File: config.mk
export PLATFORM = sky130hd
export DESIGN_NAME = vis_mode_scheduler
export DESIGN_NICKNAME = d
export VERILOG_FILES = /design/src/rtl/vis_ctrl_pkg.sv /design/src/rtl/key_debouncer.sv /design/src/rtl/vis_mode_scheduler.sv
export SDC_FILE = /design/constraint.sdc
export NUM_CORES = 1
export LEC_CHECK = 0
export CAP_MARGIN = 20
export CORE_MARGIN = 2
export CORE_UTILIZATION = 48
export DETAILED_ROUTE_END_ITERATION = 10
export GPL_TIMING_DRIVEN = 0
export PLACE_DENSITY = 0.71
export SKIP_CTS_REPAIR_TIMING = 1
export SKIP_LAST_GASP = 1
export SLEW_MARGIN = 0
export SYNTH_ARGS = -nofsm -noshare
export SYNTH_HDL_FRONTEND = slang
export SYNTH_SLANG_ARGS = --single-unit
File: constraint.sdc
create_clock -name iCLK_50 -period 7.6 [get_ports iCLK_50]
set_clock_uncertainty 0.15 [all_clocks]
set_input_delay 2.28 -clock iCLK_50 [delete_from_list [all_inputs] [get_ports iCLK_50]]
set_output_delay 2.28 -clock iCLK_50 [all_outputs]
set_load 0.05 [all_outputs]
File: src/rtl/vis_ctrl_pkg.sv
`default_nettype none
// ============================================================================
// Module   : vis_ctrl_pkg
// Purpose  : Shared types and constants for the visualization mode control
//            path: scheduler state encoding, mode/fade types and the
//            level-to-gain mapping used by the fade sequencer.
// Contents : vis_state_t, mode_t, fade_t, VIS_NUM_MODES, VIS_MODE_W,
//            fade_gain()
// Revision : 1.0 - initial release
// ============================================================================
package vis_ctrl_pkg;

  localparam int VIS_NUM_MODES = 9;
  localparam int VIS_MODE_W    = 4;

  typedef enum logic [1:0] {
    SHOW     = 2'd0,
    FADE_OUT = 2'd1,
    FADE_IN  = 2'd2
  } vis_state_t;

  typedef logic [VIS_MODE_W-1:0] mode_t;
  typedef logic [7:0]            fade_t;

  // Fade level (0..2^log2) to 8-bit gain. The top level maps to full scale
  // (255) so a settled mode is shown unattenuated; lower levels are a plain
  // left shift, which keeps the ramp linear.
  function automatic fade_t fade_gain(input logic [8:0] lvl, input int log2);
    int l;
    l = int'(lvl);
    if (l == (1 << log2)) begin
      return 8'hFF;
    end
    return fade_t'(l << (8 - log2));
  endfunction

endpackage
`default_nettype wire

File: src/rtl/key_debouncer.sv
`default_nettype none
// ============================================================================
// Module   : key_debouncer
// Purpose  : Synchronizes an active-low push-button and emits a one-cycle
//            press pulse once the level has been low for DEBOUNCE_CYCLES
//            consecutive cycles. Re-arms only after an equally long high.
// Ports    : iCLK   - clock
//            iRST_N - asynchronous active-low reset
//            iKEY_N - raw button level, active-low, bouncy
//            oPRESS - registered one-cycle press pulse
// Revision : 1.0 - initial release
// ============================================================================
module key_debouncer #(
  parameter int DEBOUNCE_CYCLES = 500000
) (
  input  logic iCLK,
  input  logic iRST_N,
  input  logic iKEY_N,
  output logic oPRESS
);

  localparam int CNT_W = (DEBOUNCE_CYCLES > 1) ? $clog2(DEBOUNCE_CYCLES) : 1;

  logic             r_keyMeta;
  logic             r_keySync;
  logic             r_stable;   // debounced level, 1 = released
  logic [CNT_W-1:0] r_cnt;      // consecutive cycles the level disagrees
  logic             r_press;

  always_ff @(posedge iCLK or negedge iRST_N) begin
    if (!iRST_N) begin
      r_keyMeta <= 1'b1;
      r_keySync <= 1'b1;
      r_stable  <= 1'b1;
      r_cnt     <= '0;
      r_press   <= 1'b0;
    end else begin
      r_keyMeta <= iKEY_N;
      r_keySync <= r_keyMeta;
      r_press   <= 1'b0;
      if (r_keySync == r_stable) begin
        r_cnt <= '0;
      end else if (r_cnt == CNT_W'(DEBOUNCE_CYCLES - 1)) begin
        // Level held for the full window: accept it. Only the falling
        // transition produces an event; the rising one just re-arms.
        r_stable <= r_keySync;
        r_cnt    <= '0;
        r_press  <= ~r_keySync;
      end else begin
        r_cnt <= r_cnt + CNT_W'(1);
      end
    end
  end

  assign oPRESS = r_press;

endmodule
`default_nettype wire

File: src/rtl/vis_mode_scheduler.sv
`default_nettype none
// ============================================================================
// Module   : vis_mode_scheduler
// Purpose  : Selects the active visualization mode and sequences every
//            change as fade-out, swap at frame boundary, fade-in, so the
//            VGA mux never switches mid-frame at full brightness.
// Ports    : iCLK_50     - 50 MHz clock
//            iRST_N      - asynchronous active-low reset
//            iVS         - VGA vsync (asynchronous, synchronized here)
//            iSW_MODE    - manual mode request
//            iSW_AUTO    - 1 = auto rotation, 0 = manual
//            iKEY_NEXT   - raw active-low "next" button
//            oMODE       - mode index to the VGA mux
//            oFADE       - video gain, 255 = full, 0 = black
//            oBUSY       - high while a fade is in progress
//            oFRAME_TICK - one-cycle pulse per frame
// Revision : 1.0 - initial release
// ============================================================================
module vis_mode_scheduler
  import vis_ctrl_pkg::*;
#(
  parameter int NUM_MODES       = VIS_NUM_MODES,
  parameter int MODE_W          = VIS_MODE_W,
  parameter int DWELL_FRAMES    = 256,
  parameter int FADE_LOG2       = 3,
  parameter int DEBOUNCE_CYCLES = 500000
) (
  input  logic              iCLK_50,
  input  logic              iRST_N,
  input  logic              iVS,
  input  logic [MODE_W-1:0] iSW_MODE,
  input  logic              iSW_AUTO,
  input  logic              iKEY_NEXT,
  output logic [MODE_W-1:0] oMODE,
  output fade_t             oFADE,
  output logic              oBUSY,
  output logic              oFRAME_TICK
);

  localparam int         DWELL_W  = (DWELL_FRAMES > 1) ? $clog2(DWELL_FRAMES) : 1;
  localparam logic [8:0] LVL_FULL = 9'(1 << FADE_LOG2);
  localparam logic [MODE_W-1:0] MODE_LAST = MODE_W'(NUM_MODES - 1);

  // Frame tick from the asynchronous vsync
  logic r_vsMeta, r_vsSync, r_vsPrev, r_frameTick;
  logic w_tick;

  always_ff @(posedge iCLK_50 or negedge iRST_N) begin
    if (!iRST_N) begin
      r_vsMeta    <= 1'b0;
      r_vsSync    <= 1'b0;
      r_vsPrev    <= 1'b0;
      r_frameTick <= 1'b0;
    end else begin
      r_vsMeta    <= iVS;
      r_vsSync    <= r_vsMeta;
      r_vsPrev    <= r_vsSync;
      r_frameTick <= w_tick;
    end
  end

  // All state updates are keyed to this so they land together with the
  // registered oFRAME_TICK pulse.
  assign w_tick = r_vsSync & ~r_vsPrev;

  // "Next" key
  logic w_keyPress;

  key_debouncer #(
    .DEBOUNCE_CYCLES(DEBOUNCE_CYCLES)
  ) u_keyDebouncer (
    .iCLK  (iCLK_50),
    .iRST_N(iRST_N),
    .iKEY_N(iKEY_NEXT),
    .oPRESS(w_keyPress)
  );

  // Target mode resolution
  vis_state_t        r_state;
  logic [8:0]        r_lvl;
  logic [MODE_W-1:0] r_mode;
  fade_t             r_fade;
  logic              r_busy;

  logic [MODE_W-1:0] r_autoTarget;
  logic [DWELL_W-1:0] r_dwell;
  logic [MODE_W-1:0] w_swClamped;
  logic [MODE_W-1:0] w_autoNext;
  logic [MODE_W-1:0] w_target;
  logic              w_showTick;
  logic              w_dwellExp;

  assign w_swClamped = (int'(iSW_MODE) < NUM_MODES) ? iSW_MODE : MODE_LAST;
  assign w_autoNext  = (r_autoTarget == MODE_LAST) ? '0 : r_autoTarget + MODE_W'(1);
  assign w_target    = iSW_AUTO ? r_autoTarget : w_swClamped;
  assign w_showTick  = w_tick && (r_state == SHOW);
  assign w_dwellExp  = w_showTick && (r_dwell == DWELL_W'(DWELL_FRAMES - 1));

  always_ff @(posedge iCLK_50 or negedge iRST_N) begin
    if (!iRST_N) begin
      r_autoTarget <= '0;
      r_dwell      <= '0;
    end else if (!iSW_AUTO) begin
      // Shadow the displayed mode so entering auto starts from what is on
      // screen instead of jumping.
      r_autoTarget <= r_mode;
      r_dwell      <= '0;
    end else if (w_keyPress || w_dwellExp) begin
      // Coincident key and expiry collapse into a single step.
      r_autoTarget <= w_autoNext;
      r_dwell      <= '0;
    end else if (w_showTick) begin
      r_dwell <= r_dwell + DWELL_W'(1);
    end
  end

  // Fade sequencer
  logic [8:0] w_lvlDn, w_lvlUp;
  assign w_lvlDn = r_lvl - 9'd1;
  assign w_lvlUp = r_lvl + 9'd1;

  always_ff @(posedge iCLK_50 or negedge iRST_N) begin
    if (!iRST_N) begin
      r_state <= SHOW;
      r_lvl   <= LVL_FULL;
      r_mode  <= '0;
      r_fade  <= 8'hFF;
      r_busy  <= 1'b0;
    end else if (w_tick) begin
      case (r_state)
        SHOW: begin
          if (w_target != r_mode) begin
            r_lvl  <= w_lvlDn;
            r_fade <= fade_gain(w_lvlDn, FADE_LOG2);
            r_busy <= 1'b1;
            // With a single-step fade the first decrement is already black.
            if (w_lvlDn == 9'd0) begin
              r_mode  <= w_target;
              r_state <= FADE_IN;
            end else begin
              r_state <= FADE_OUT;
            end
          end
        end
        FADE_OUT: begin
          r_lvl  <= w_lvlDn;
          r_fade <= fade_gain(w_lvlDn, FADE_LOG2);
          if (w_lvlDn == 9'd0) begin
            r_mode  <= w_target;
            r_state <= FADE_IN;
          end
        end
        FADE_IN: begin
          // Target changes here are deliberately not acted on until SHOW.
          r_lvl  <= w_lvlUp;
          r_fade <= fade_gain(w_lvlUp, FADE_LOG2);
          if (w_lvlUp == LVL_FULL) begin
            r_state <= SHOW;
            r_busy  <= 1'b0;
          end
        end
        default: begin
          r_state <= SHOW;
        end
      endcase
    end
  end

  assign oMODE       = r_mode;
  assign oFADE       = r_fade;
  assign oBUSY       = r_busy;
  assign oFRAME_TICK = r_frameTick;

endmodule
`default_nettype wire

==> metrics.md, run 1 <==
| Metric | Value |
|---|---|
| Net count after synthesis | 353 |
| Ports placed on the boundary | 23 |
| Count of input and output buffers | 22 |
| Critical path capture point | r_lvl[5]$_DFFE_PN0P_ |
| Capture instance of the worst register-to-register path | oMODE[2]$_DFFE_PN0P_ |
| Count of unique library cells instantiated by Yosys | 53 |
| Starting Density | 50.4% |
| Post-Synthesis Cells | 337 |
| Pins over their slew limit | 0 |
| Area of the die | 7420 um2 |
| GRT Residual Overflow | 0 |
| Max-slew headroom at the worst pin | 64.3% |
| Number of synthesized flops with an enable pin | 0 |
| Mean routed wirelength per cell | 13.9 um |
| Post-layout instance area | 3790 um2 |
| Element type at the critical path start | input pin |
| Number of setup violations in the final report | 0 |
| Comb power frac | 35.3% |
| R2r worst-path depth | 9 |
| Detailed-route via count | 2477 |
| Core area | 6420 um2 |
| Die Wd | 86.1 um |
| Filler Cell Count | 558 |
| Unrepaired setup endpoints after global routing | false |
| Cell type with the largest total area after synthesis | sky130_fd_sc_hd__dfrtp_1 |
| Startpoint of the most critical setup path | iSW_AUTO |
| Internal power | 722 uW |
| Timing-limited maximum frequency | 213 MHz |
| Worst skew pair latency | 350 ps |
| Run status | completed |
| Fraction of power spent switching nets | 37.8% |
| Arrival time of data at the critical path endpoint | 4760 ps |
| Clock Sink Count | 59 |
| Aggregate routed wire length | 6290 um |
| Highest cell delay on the worst timing path | 600 ps |
| R2R Path Start | r_lvl[0]$_DFFE_PN0P_ |
| Static power due to leakage | 1.58 nW |
| Clock Pin Slew Worst Setup and Hold Paths | 70 ps |
| Sum of buffers and inverters on the critical path | 4 |
| Largest net degree at the start of global routing | 40 |
| Share of cells above drive strength 1 | 11.4% |
| Hold Worst Slack | 207 ps |
| Kind of cell with the highest combined delay on the critical path | buffers and inverters |
| CTS Root Buffer Type | sky130_fd_sc_hd__clkbuf_8 |
| Net Switching | 439 uW |
| Count of max-cap constraint violations | 0 |
| Global-route wire length before repair | 11000 um |
| Synth warnings | 0 |
| Die span in y | 86.1 um |
| Final Hold Vio Count | 0 |
| Overall track demand over capacity in global routing | 18.7% |
| Biggest area contributors in the synthesized netlist | sky130_fd_sc_hd__dfrtp_1 39%, sky130_fd_sc_hd__dfstp_2 6.5%, sky130_fd_sc_hd__xnor2_1 6.5% |
| Remaining number of nets flagged by the antenna check after routing | 0 |
| Cell area after placement | 3570 um2 |
| Sequential cell area in the final layout | 1490 um2 |
| Via count of the first global-routing pass | 2406 |
| Flop-to-flop setup slack | 4350 ps |
| Stages on the worst setup path | 9 |
| Async set-reset flop share out of synthesis | 100% |
| Prevailing post-synth register cell | sky130_fd_sc_hd__dfrtp_1 |
| Design Power | 1.16 mW |
| Via count normalized by instance count | 5.47 |
| Num rows | 29 |
| Worst slew pin tran | 533 ps |
| Sequential fraction of the synthesis area | 45.9% |
| Type of the worst min-delay path | flop to flop |
| Total Neg Setup Slack | 0 ps |
| DRC violation count after routing | 0 |
| Cell with the largest stage delay on the worst path | sky130_fd_sc_hd__clkdlybuf4s50_1 |
| Fraction of post-synthesis cell area in the top cell type by area | 39.4% |
| Time the worst path needs with I/O delays and setup | 4700 ps |
| Pre-Repair DR Iteration Count | 5 |
| Sequential fraction of design power | 36.7% |
| Most used standard cells in the synthesized netlist | 51 x sky130_fd_sc_hd__dfrtp_1, 47 x sky130_fd_sc_hd__nor2_1, 34 x sky130_fd_sc_hd__nand2_1, 24 x sky130_fd_sc_hd__xnor2_1, 19 x sky130_fd_sc_hd__xor2_1 |
| Layout overhead on the synthesized area | 17.2% |
| WS Path Type | input pin to flop |
| Area used by multi-input combinational logic | 1630 um2 |
| Htree depth | 3 |
| Combined area of all synthesized cells | 3240 um2 |
| DRC marker count from the first detailed-route iteration | 168 |
| Part of the cycle the worst path needs | 61.8% |
| Core utilization of the finished layout | 59.1% |
| Half-perimeter wire length of the detailed placement result | 4370 um |
| Final Wtd Congestion | 0.896 |
| Dominant cell type by count on the critical path | sky130_fd_sc_hd__nand2_1 |
| Peak supply drop | 123 uV |
| Average instance area after synthesis | 9.61 um2 |
| Cells along the critical path | clkdlybuf4s50_1 > clkbuf_1 > clkinv_1 > o211ai_1 > nand4_1 > nand2_1 > buf_1 > nand2_1 > xnor2_1 |
| Crit Path Max Fanout | 10 |
| Critical Path Sink Type | flop |
| TritonCTS clock tree | built |
| Net count of the finished layout | 387 |
| Most numerous cell in the Yosys netlist | sky130_fd_sc_hd__dfrtp_1 |
| Power Density | 306 nW/um2 |
| Number of buffers added by the clock tree synthesis step | 9 |
| Number of antenna repair diodes | 0 |
| Number of antenna violations at the first check in global routing | 0 |
| Clock network power share | 28.0% |
| Data required time at the worst endpoint | 7670 ps |
| Worst-case clock buffer depth | 2 |
| Synth Register Bits | 59 |
## through the flow
step / worst slack, ps / cells
floorplan: 3580 / 337
global route: 2620 / 453
detailed placement: 2520 / 437
CTS: 2880 / 453
finish: 2900 / 453
global placement: 2260 / 436
## state kept, by name, indices dropped and copies added, names as in the netlist
signal                    cells
u_keyDebouncer.r_keySync      1
r_dwell                       8
r_lvl                         9
r_autoTarget                  4
u_keyDebouncer.r_cnt         19
r_vsSync                      1
u_keyDebouncer.r_keyMeta      1
oFRAME_TICK                   1
oFADE                         4
oBUSY                         1
oMODE                         4
r_state                       2
u_keyDebouncer.r_stable       1
u_keyDebouncer.oPRESS         1
r_vsMeta                      1
r_vsPrev                      1
## power groups by stage
stage	sequential, mW	combinational (mW)	clock, mW
5_1_grt	0.433	0.449	0.344
2_1_floorplan	0.480	0.248	0
3_3_place_gp	0.430	0.402	0
4_1_cts	0.426	0.410	0.333
3_5_place_dp	0.432	0.406	0
6_report	0.426	0.410	0.326
## metal layers
metal / wire length (um) / global-route usage, % / share of wire, %
met1: 3080 / 25.9 / 49
met2: 2880 / 28.8 / 46
met3: 250 / 3.56 / 4.0
met4: 77 / 8.23 / 1.2
met5: 0 / 0 / 0
## logic make-up after synthesis
| group | after synthesis | share of synthesized area [%] |
|---|---|---|
| AO/OA/AOI/OAI | 45 | 9.74 |
| XOR/XNOR | 43 | 11.6 |
| adder cells (fa/ha/maj) | 7 | 2.70 |
| buffers and inverters | 27 | 3.67 |
| flip-flops | 59 | 45.9 |
| multiplexers | 9 | 2.94 |
| AND/OR/NAND/NOR | 147 | 23.4 |
## placed cells by master, fill, tap and decap left out, types with 5 or more instances in the layout
| cell type | count |
|---|---|
| sky130_fd_sc_hd__and3_1 | 9 |
| sky130_fd_sc_hd__clkbuf_1 | 9 |
| sky130_fd_sc_hd__xnor2_1 | 24 |
| sky130_fd_sc_hd__dfstp_2 | 8 |
| sky130_fd_sc_hd__dfrtp_1 | 51 |
| sky130_fd_sc_hd__mux2i_1 | 5 |
| sky130_fd_sc_hd__ha_1 | 7 |
| sky130_fd_sc_hd__nand4_1 | 6 |
| sky130_fd_sc_hd__nor3_1 | 6 |
| sky130_fd_sc_hd__o21ai_0 | 8 |
| sky130_fd_sc_hd__clkbuf_8 | 9 |
| sky130_fd_sc_hd__inv_1 | 10 |
| sky130_fd_sc_hd__nor2_1 | 47 |
| sky130_fd_sc_hd__nand3_1 | 15 |
| sky130_fd_sc_hd__clkdlybuf4s50_1 | 21 |
| sky130_fd_sc_hd__nand2_1 | 34 |
| sky130_fd_sc_hd__a22o_1 | 5 |
| sky130_fd_sc_hd__a21oi_1 | 7 |
| sky130_fd_sc_hd__xor2_1 | 19 |
## worst min-delay path by stage
stage / start / endpoint / cells past startpoint
floorplan: r_vsMeta$_DFF_PN0_ / r_vsSync$_DFF_PN0_ / 0
detailed placement: u_keyDebouncer.r_keyMeta$_DFF_PN1_ / u_keyDebouncer.r_keySync$_DFF_PN1_ / 0
global route: u_keyDebouncer.r_keyMeta$_DFF_PN1_ / u_keyDebouncer.r_keySync$_DFF_PN1_ / 0
finish: u_keyDebouncer.r_keyMeta$_DFF_PN1_ / u_keyDebouncer.r_keySync$_DFF_PN1_ / 0
CTS: u_keyDebouncer.r_keyMeta$_DFF_PN1_ / u_keyDebouncer.r_keySync$_DFF_PN1_ / 0
global placement: u_keyDebouncer.r_keyMeta$_DFF_PN1_ / u_keyDebouncer.r_keySync$_DFF_PN1_ / 0
## final cells by class
cell class	count	area share [%]
flip-flops and latches	59	39.2
clock inverters	7	2.64
well taps	77	2.54
inverters	11	1.09
repair buffers	23	6.20
clock buffers	9	3.27
multi-input cells	251	43.0
plain buffers	16	2.04
Note: power is estimated with default switching activity, not from simulation.
==> run 2: changes to the inputs <==
--- a/config.mk
+++ b/config.mk
@@ -10,7 +10,7 @@
 export CORE_UTILIZATION = 48
 export DETAILED_ROUTE_END_ITERATION = 10
 export GPL_TIMING_DRIVEN = 0
-export PLACE_DENSITY = 0.71
+export PLACE_DENSITY = 0.74
 export SKIP_CTS_REPAIR_TIMING = 1
 export SKIP_LAST_GASP = 1
 export SLEW_MARGIN = 0
==> constraint.sdc (replaced) <==
create_clock -name iCLK_50 -period 3.9 [get_ports iCLK_50]
set_clock_uncertainty 0.15 [all_clocks]
set_input_delay 1.17 -clock iCLK_50 [delete_from_list [all_inputs] [get_ports iCLK_50]]
set_output_delay 1.17 -clock iCLK_50 [all_outputs]
set_load 0.05 [all_outputs]
==> run 2 against run 1 <==
Net effect:
- sequential share of layout area up 0.25 points
- core utilization decreased by 0.37 points
- first-iteration DRC count fell by 21%
- routed wire length grew 1.2%
- worst hold slack barely moved
- global-route usage grew 0.12 points
- power grew 89%
- worst setup slack got worse by 2600 ps
- critical path type unchanged
- combinational power increased by 95%
- critical path depth is the same
- via count increased by 0.97%
==> metrics.md, run 2 (synthesis results as in run 1) <==
| Metric | Value |
|---|---|
| Pins over their slew limit | 0 (unchanged) |
| Fraction of power spent switching nets | 38.9% (+1.2 points) |
| Flip-flop count of the largest register, all copies and words added | 19 (unchanged) |
| Worst-case clock buffer depth | 2 (unchanged) |
| Post-layout instance area | 3770 um2 (-0.63%) |
| Timing-limited maximum frequency | 281 MHz |
| Static power due to leakage | 1.57 nW (-1.1%) |
| Via count of the first global-routing pass | 2542 (+5.7%) |
| Clock network power share | 25.9% (-2.1 points) |
| Number of setup violations in the final report | 0 (unchanged) |
| Dominant cell type by count on the critical path | sky130_fd_sc_hd__nand2_1 |
| Via count normalized by instance count | 5.52 (+0.97%) |
| Cells along the critical path | clkdlybuf4s50_1 > clkbuf_1 > clkinv_1 > o211ai_1 > nand4_1 > nand2_1 > buf_1 > nand2_1 > xnor2_1 |
| Clock Sink Count | 59 (unchanged) |
| Highest cell delay on the worst timing path | 600 ps (about the same) |
| Number of antenna violations at the first check in global routing | 0 (unchanged) |
| Comb power frac | 36.3% (+1.0 points) |
| Die Wd | 86.1 um (unchanged) |
| Final Wtd Congestion | 0.925 (+3.2%) |
| Data required time at the worst endpoint | 3960 ps (-3710 ps) |
| Total Neg Setup Slack | 0 ps (unchanged) |
| Half-perimeter wire length of the detailed placement result | 4510 um (+3.2%) |
| Num rows | 29 (unchanged) |
| Commonest non-fill, non-tap cell in the layout | sky130_fd_sc_hd__dfrtp_1 |
| Stages on the worst setup path | 9 (unchanged) |
| Internal power | 1.34 mW (+86%) |
| Top library cells by usage in the layout, fill and taps aside | 51 x sky130_fd_sc_hd__dfrtp_1, 47 x sky130_fd_sc_hd__nor2_1, 34 x sky130_fd_sc_hd__nand2_1, 24 x sky130_fd_sc_hd__xnor2_1, 21 x sky130_fd_sc_hd__clkdlybuf4s50_1 |
| R2r worst-path depth | 9 (unchanged) |
| Count of max-cap constraint violations | 0 (unchanged) |
| Power Density | 583 nW/um2 (+91%) |
| DRC violation count after routing | 0 (unchanged) |
| Sum of buffers and inverters on the critical path | 4 (unchanged) |
| Sequential fraction of design power | 37.8% (+1.1 points) |
| Global-route wire length before repair | 11200 um (+2.5%) |
| Biggest regs | u_keyDebouncer.r_cnt (19), r_lvl (9), r_dwell (8) |
| Remaining number of nets flagged by the antenna check after routing | 0 (unchanged) |
| Detailed-route via count | 2501 (+0.97%) |
| Layout overhead on the synthesized area | 16.4% |
| GRT Residual Overflow | 0 (unchanged) |
| Crit Path Max Fanout | 10 (unchanged) |
| Critical Path Sink Type | flop |
| Type of the worst min-delay path | flop to flop |
| Max-slew headroom at the worst pin | 65.5% (+1.2 points) |
| Run status | completed |
| WS Path Type | input pin to flop |
| Worst slew pin tran | 517 ps (-16.0 ps) |
| Clock Pin Slew Worst Setup and Hold Paths | 80 ps (about the same) |
| Number of buffers added by the clock tree synthesis step | 9 (unchanged) |
| Part of the cycle the worst path needs | 91.4% |
| Hold Path Stages | 0 (unchanged) |
| Element type at the critical path start | input pin |
| CTS Root Buffer Type | sky130_fd_sc_hd__clkbuf_8 |
| Number of antenna repair diodes | 0 (unchanged) |
| Hold Worst Slack | 207 ps (-0.0130 ps) |
| Time the worst path needs with I/O delays and setup | 3560 ps |
| Peak supply drop | 262 uV (+110%) |
| Aggregate routed wire length | 6360 um (+1.2%) |
| TritonCTS clock tree | built |
| Net count of the finished layout | 387 (unchanged) |
| Core area | 6420 um2 (unchanged) |
| Arrival time of data at the critical path endpoint | 3620 ps (-1140 ps) |
| Core utilization of the finished layout | 58.7% (-0.37 points) |
| Kind of cell with the highest combined delay on the critical path | buffers and inverters |
| Worst skew pair latency | 340 ps (about the same) |
| Cell area after placement | 3570 um2 (unchanged) |
| Overall track demand over capacity in global routing | 18.9% (+0.12 points) |
| Area of the die | 7420 um2 (unchanged) |
| Htree depth | 3 (unchanged) |
| Register name with the most flops | u_keyDebouncer.r_cnt |
| Die span in y | 86.1 um (unchanged) |
| Pre-Repair DR Iteration Count | 4 (-1) |
| Unrepaired setup endpoints after global routing | false |
| DRC marker count from the first detailed-route iteration | 133 (-21%) |
| Net Switching | 856 uW (+95%) |
| Ports placed on the boundary | 23 (unchanged) |
| Count of input and output buffers | 22 (unchanged) |
| Starting Density | 50.4% (unchanged) |
| R2R Path Start | r_lvl[0]$_DFFE_PN0P_ |
| Share of cells above drive strength 1 | 11.4% (unchanged) |
| Cell with the largest stage delay on the worst path | sky130_fd_sc_hd__clkdlybuf4s50_1 |
| Flop-to-flop setup slack | 710 ps (-3640 ps) |
| Final Hold Vio Count | 0 (unchanged) |
| Mean routed wirelength per cell | 14.0 um (+1.2%) |
| Source of the worst hold timing path | u_keyDebouncer.r_keyMeta$_DFF_PN1_ |
| Startpoint of the most critical setup path | iSW_AUTO |
| Largest net degree at the start of global routing | 40 (unchanged) |
run 2: changes by cell type in the layout (fill, tap and decap cells not counted):
| cell | before | now |
|---|---|---|
| sky130_fd_sc_hd__clkinv_4 | 3 | 1 |
| sky130_fd_sc_hd__bufinv_16 | 2 | 1 |
| sky130_fd_sc_hd__inv_6 | 1 | 2 |
| sky130_fd_sc_hd__clkinvlp_4 | 0 | 2 |
run 2: path summary, 6_finish.rpt:
check,endpoint
setup / recovery,r_lvl[5]$_DFFE_PN0P_
hold / removal,u_keyDebouncer.r_keySync$_DFF_PN1_
setup reg to reg,oMODE[0]$_DFFE_PN0P_
hold reg to reg,u_keyDebouncer.r_keySync$_DFF_PN1_
max in group asynchronous,oFADE[7]$_DFFE_PN1P_
min in group asynchronous,r_autoTarget[3]$_DFFE_PN0P_
run 2: cell type report:
type                       instances  area [um2]
buffer                            16        77.6
clock buffer                       9         124
clock inverter                     7        76.3
fill                             559        2650
inverter                          11        41.3
multi-input combinational        251        1630
sequential                        59        1490
tap                               77        96.3
timing repair buffer              23         235
run 2: power by group through the flow:
stage | clock, mW | sequential [mW] | combinational [mW]
after floorplan | 0 | 0.936 | 0.483
final | 0.570 | 0.831 | 0.798
after global placement | 0 | 0.837 | 0.781
after global routing | 0.611 | 0.846 | 0.870
after detailed placement | 0 | 0.841 | 0.795
after CTS | 0.583 | 0.831 | 0.801
run 2: per-layer routing:
metal / part of all wire [%] / global-route usage (%) / vias to the layer above / wire length, um
li1: - / - / 1236 / -
met2: 48 / 30.8 / 55 / 3060
met4: 1.1 / 5.63 / 0 / 70
met3: 4.4 / 4.23 / 9 / 282
met5: 0 / 0 / - / 0
met1: 46 / 25.1 / 1201 / 2950
run 2: per-stage QoR:
| step | total power [mW] | worst slack (ps) | std cells |
|---|---|---|---|
| 3_5_place_dp | 1.64 | 29.6 | 437 |
| 2_1_floorplan | 1.42 | 992 | 337 |
| 3_3_place_gp | 1.62 | -337 | 436 |
| 4_1_cts | 2.21 | 383 | 453 |
| 5_1_grt | 2.33 | 20.6 | 453 |
| 6_report | 2.20 | 336 | 453 |
